**config.mk**
```make
export PLATFORM = sky130hd
export DESIGN_NAME = reg_file_core
export DESIGN_NICKNAME = d
export VERILOG_FILES = /design/src/rtl/reg_file_pkg.sv /design/src/rtl/decoder5_32.sv /design/src/rtl/reg_file_core.sv
export SDC_FILE = /design/constraint.sdc
export NUM_CORES = 2
export LEC_CHECK = 0
export BUFFER_PORTS_ARGS = -buffer_cell sky130_fd_sc_hd__buf_4
export CORE_AREA = 2 2 391 393
export CTS_BUF_LIST = sky130_fd_sc_hd__clkbuf_4 sky130_fd_sc_hd__clkbuf_8
export DETAILED_ROUTE_END_ITERATION = 10
export DIE_AREA = 0 0 393 395
export PLACE_DENSITY = 0.56
export SYNTH_ARGS = -nofsm -noshare
export SYNTH_HDL_FRONTEND = slang
export SYNTH_SLANG_ARGS = --single-unit
export TNS_END_PERCENT = 5
```
**constraint.sdc**
```tcl
create_clock -name clk -period 3 [get_ports clk]
set_input_delay 0.6 -clock clk [delete_from_list [all_inputs] [get_ports clk]]
set_output_delay 0.6 -clock clk [all_outputs]
set_load 0.005 [all_outputs]
```
**src/rtl/reg_file_pkg.sv**
```systemverilog
// Shared constants, register-array type and read-select helper for the register file.
package reg_file_pkg;

  localparam int unsigned NUM_REGS = 32;
  localparam int unsigned ADDR_W   = 5;
  localparam int unsigned DATA_W   = 32;
  localparam int unsigned ZERO_IDX = 31;

  typedef logic [NUM_REGS-1:0][DATA_W-1:0] reg_array_t;

  // 32-to-1 selection of one register from the packed array.
  function automatic logic [DATA_W-1:0] reg_sel(input reg_array_t regs,
                                                input logic [ADDR_W-1:0] idx);
    return regs[idx];
  endfunction

endpackage

```
**src/rtl/decoder5_32.sv**
```systemverilog
// 5-to-32 one-hot write-enable decoder; all outputs low when enable is low.
module decoder5_32 (
  input  logic        enable,
  input  logic [4:0]  address,
  output logic [31:0] onehot
);

  always_comb begin
    onehot = '0;
    if (enable) begin
      onehot[address] = 1'b1;
    end
  end

endmodule

```
**src/rtl/reg_file_core.sv**
```systemverilog
// 32-entry, 2-read/1-write register file with a hardwired-zero register.
// Define REG_FILE_BYPASS_EN to forward same-cycle write data to the read ports.
module reg_file_core #(
  parameter int unsigned DATA_W   = 32,
  parameter int unsigned ZERO_IDX = 31
) (
  input  logic              clk,
  input  logic              reset,
  input  logic              RegWrite,
  input  logic [4:0]        WriteRegister,
  input  logic [DATA_W-1:0] WriteData,
  input  logic [4:0]        ReadRegister1,
  input  logic [4:0]        ReadRegister2,
  output logic [DATA_W-1:0] ReadData1,
  output logic [DATA_W-1:0] ReadData2
);

  import reg_file_pkg::*;

  localparam logic [4:0] ZeroAddr = 5'(ZERO_IDX);

  reg_array_t  regs_q;
  logic [31:0] wr_en;
  logic        wr_valid;

  // Writes to the zero register never reach the array, so it stays 0.
  assign wr_valid = RegWrite && (WriteRegister != ZeroAddr);

  decoder5_32 u_decoder (
    .enable  (wr_valid),
    .address (WriteRegister),
    .onehot  (wr_en)
  );

  always_ff @(posedge clk) begin
    if (reset) begin
      regs_q <= '0;
    end else begin
      for (int i = 0; i < 32; i++) begin
        if (wr_en[i]) begin
          regs_q[i] <= WriteData;
        end
      end
    end
  end

`ifdef REG_FILE_BYPASS_EN
  logic fwd1, fwd2;

  assign fwd1 = wr_valid && !reset && (WriteRegister == ReadRegister1);
  assign fwd2 = wr_valid && !reset && (WriteRegister == ReadRegister2);

  always_comb begin
    ReadData1 = fwd1 ? WriteData : reg_sel(regs_q, ReadRegister1);
    ReadData2 = fwd2 ? WriteData : reg_sel(regs_q, ReadRegister2);
  end
`else
  always_comb begin
    ReadData1 = reg_sel(regs_q, ReadRegister1);
    ReadData2 = reg_sel(regs_q, ReadRegister2);
  end
`endif

endmodule

```
---- After elaboration in Yosys (flattened, before gate mapping) ----
Cells that the tools add are included.
storage, ports and cells
  flip-flop bits (word level) ............. 1024
  input bits .............................. 50
  output and inout port bits .............. 64
  logic and storage cells ................. 46
operators by class
  magnitude comparators ................... 4
  equality and inequality tests ........... 1
  mux-type cells .......................... 7
  reductions and logical operators ........ 2
operators by type and width
  cell                count
  $bmux 32 s5         2
  $mux 32             3
  $lt 5x6->1 const B  3
  $demux 1 s5         1
  $ge 5x1->1 const B  1
  $ne 5x5->1 const B  1
  $logic_and 1x1->1   2
  $mux 1              1

---- Longest topological paths before layout ----
  word-level depth ........................ 5
  mapped depth ............................ 8
  mapped depth without buffers ............ 5

---- Modules after synthesis ----
Synthesis repeated with hierarchy kept, for this count alone.
second synthesis, totals
  cell total of the unflattened synthesis .. 5776
  area, all modules ....................... 54051.8 um2
modules (own cells, without submodules)
  module         times used  cells an instance  area each (um2)  seq. area each (um2)
  reg_file_core  1           5729               53821.6          20499.7
  decoder5_32    1           47                 230.2            0.0

---- Worst setup path before layout ----
OpenSTA, ideal clock, no wires.
  kind .................................... input to output
  start point ............................. input ReadRegister1[1]
  end point ............................... output ReadData1[25]
  arrival ................................. 1.890 ns
  required time ........................... 2.400 ns
  path slack .............................. 0.510 ns
  stages .................................. 8
  buffers on the path ..................... 4
  path through ............................ buf_2 -> buf_2 -> buf_4 -> buf_2 -> mux2i_1 -> a22oi_1 -> a31oi_1 -> nand3_1
on the way
  word-level cells in the longest chain between the ends .. 2
ends and longest elaborated chain
  item                           line                 source
  start, declared                reg_file_core.sv:12  input logic [4:0] ReadRegister1,
  $bmux 32 s5                    reg_file_pkg.sv:14   return regs[idx];
  $mux 32 (implied by the code)  reg_file_pkg.sv:14
  end, declared                  reg_file_core.sv:14  output logic [DATA_W-1:0] ReadData1,
Every way passes these cells. The select of a mux whose other input is x is not followed.

---- Worst setup path in the final report ----
  start point ............................. input ReadRegister2[1]
  end point ............................... output ReadData2[31]
on the way
  word-level cells in the longest chain between the ends .. 2
ends and longest elaborated chain
  item                           line                 source
  start, declared                reg_file_core.sv:13  input logic [4:0] ReadRegister2,
  $bmux 32 s5                    reg_file_pkg.sv:14
  $mux 32 (implied by the code)  reg_file_pkg.sv:14
  end, declared                  reg_file_core.sv:15  output logic [DATA_W-1:0] ReadData2
Every way passes these cells. The select of a mux whose other input is x is not followed.

==> results.toml <==
[critical_path]
cp-end-kind = "output port"
rrSetupSlack_ns = 2.29
timing.rr.start = "regs_q[345]$_SDFFE_PP0P_"
crit_arrival_ns = 2.42
critPathKind = "in2out"
startpoint = "ReadRegister2[1]"
cp_max_fo = 28
timing.rr.end = "regs_q[345]$_SDFFE_PP0P_"
r2r_cells = 2
endpoint = "ReadData2[31]"
start_kind = "input pin"
cp.required_ns = 2.40

[routing]
drtPass1Iterations = 7
wl_per_cell_um = 25.4
vias = 51816
via_per_inst = 5.74
drc_errors = 0
drt-initial-drc-count = 6120
antenna_left = 0
routed_wirelength_um = 229000

[synthesis]
ys_ff_latch = 1024
seq_area_frac_synth_pct = 39.0
synth_area_um2 = 52500
synthTopCellsByCount = "nand2_1, a21oi_1, dfxtp_1, mux2i_1, clkbuf_1"
synthFlopType = "dfxtp_1"
synth_top_area_cell = "dfxtp_1"
syn_inst = 6843
yosysUniqueCellTypes = 27
synth-edff-count = 0
synth_top_area_share_pct = 39.0
yosysWarnings = 0
synthMostInstantiatedCell = "nand2_1"
synth.net_count = 6893
synth-async-reset-ratio_pct = 0
avgSynthCellArea_um2 = 7.67
synth.area.top_cells = "dfxtp_1, mux2i_1, nand2_1, a21oi_1, clkbuf_1"

[final_layout]
drive_gt1_share_pct = 14.5
largest_reg_flops = 1024
max_flop_register = "regs_q"
stdcell_area_um2 = 62600
nets = 6905
fin_cells = 9024
fin_util_pct = 41.4
reg_top3 = "regs_q: 1024 flops"
area_growth_pct = 19.2

[grt]
grt_max_degree = 91
grt_pass1_vias = 48340
antenna_found_initial = 21
grt-ovfl-total = 0
grt_first_pass_wirelength_um = 329000
grt_usage_pct = 28.4

[die]
die_w_um = 393
core_um2 = 151000
initial_core_util_pct = 34.7
io_pins = 114
placementRows = 143
die_h_um = 395
dieArea_um2 = 155000

[power]
power.switching_mw = 8.68
power_mw = 31.1
intPower_mw = 22.4
seq_power_share_pct = 44.3
peakVddDrop_uv = 426
swShare_pct = 27.9
p_comb_share_pct = 12.3
p_per_area_nw_per_um2 = 497
p_leak_nw = 23.2
clkPwrFrac_pct = 43.5

[timing]
holdWs_ns = 0.0953
slew_headroom_pct = 32.2
timing.final.ws_setup_ns = -0.0227
layout_min_cycle_time_ns = 3.02
period_share_pct = 101
worst_pin_slew_ns = 1.01
fmax_ghz = 0.331
setup_viol = 3
rsz0062_at_grt = "true"
maxSlewViolCount = 0
finalHoldViolations = 0
skew_ns = 0

[clock_network]
clock-sinks = 1024
clockBufferDepth = 3
clkTransAtPathRegs_ns = 0.06
clock_latency_ns = 0.90
hold_buffers = 0
cts_root_buf = "clkbuf_8"
numCtsBuffers = 175
htreeDepth = 4
cts_tree = "built"

[status]
violations = "negative setup slack"
status = "finished, violations left"

[worst_hold_path]
hp-start = "reset"
hold_class = "in2reg"

[job]
max_cap_violations = 0

[placement]
gp_congestion = 0.908
dp_hpwl_um = 140000
place_area_um2 = 57900
port_buffers = 113
place_inst = 8709
[final cells by class]
type	count	area, um2
Clock inverter	27	208
Clock buffer	276	3450
Fill cell	15184	88600
Tap cell	2030	2540
Sequential cell	1024	20500
Antenna cell	13	32.5
Timing Repair Buffer	494	5310
Multi-Input combinational cell	5160	30500
[per-layer routing]
layer | global-route usage (%) | wire [um] | vias to the layer above
li1 | - | - | 23460
met5 | 0 | 109 | -
met4 | 13.9 | 10100 | 12
met2 | 43.0 | 101000 | 2695
met3 | 5.59 | 22300 | 576
met1 | 38.6 | 95900 | 25073
[stage by stage]
step | TNS (ns) | worst slack (ns)
2_1_floorplan | 0 | 0.510
3_3_place_gp | -1.85 | -0.230
3_5_place_dp | -1.85 | -0.225
4_1_cts | -0.616 | -0.0878
5_1_grt | -0.714 | -0.0872
6_report | -0.0356 | -0.0227
[critical path, stage by stage]
cell and delay (ns):
buf_8 0.13, buf_12 0.25, buf_12 0.23, buf_12 0.24, mux2i_1 0.25, a22oi_1 0.13, a31oi_1 0.18, nand3_1 0.16
buf_4 0.18
[logic make-up (layout without fill, tap and decap cells)]
logic type	Yosys count	count (layout)	share of synthesized area [%]
multiplexers	1024	1024	19.5
buffers and inverters	659	797	5.19
other	0	13	0
AO/OA/AOI/OAI	1568	1568	16.9
AND/OR/NAND/NOR	2568	2568	19.3
flip-flops	1024	1024	39.0
[worst min path at each step]
stage / to / depth (start not counted)
2_1_floorplan: regs_q[0]$_SDFFE_PP0P_ / 2
3_3_place_gp: regs_q[441]$_SDFFE_PP0P_ / 2
3_5_place_dp: regs_q[443]$_SDFFE_PP0P_ / 2
4_1_cts: regs_q[775]$_SDFFE_PP0P_ / 3
5_1_grt: regs_q[931]$_SDFFE_PP0P_ / 3
6_report: regs_q[340]$_SDFFE_PP0P_ / 2
[timing repair]
| action | in CTS | in global routing |
|---|---|---|
| endpoints found under the setup margin | 52 | 43 |
| gates resized for setup | 147 | 53 |
| pin swaps | 20 | 21 |
| buffers inserted | 0 | 3 |
| cloned | 0 | 1 |
[cell usage in the layout (no fill, tap or decap), drive strengths merged, types with 65 or more instances in the layout]
cell type / synthesis / final
nor3: 65 / 65
dfxtp: 1024 / 1024
nand3: 194 / 194
a21oi: 1184 / 1184
buf: 222 / 493
mux2i: 1024 / 1024
a22o: 128 / 128
a22oi: 192 / 192
nand2: 2209 / 2209
clkbuf: 437 / 277
[power groups by stage]
stage,Clock (mW),Sequential (mW),Combinational (mW)
2_1_floorplan,0,14.0,1.93
3_3_place_gp,0,14.1,3.54
3_5_place_dp,0,14.1,3.55
4_1_cts,13.7,13.8,3.68
5_1_grt,14.3,13.8,3.95
6_report,13.5,13.8,3.82
Power figures use the tool's default switching activity.
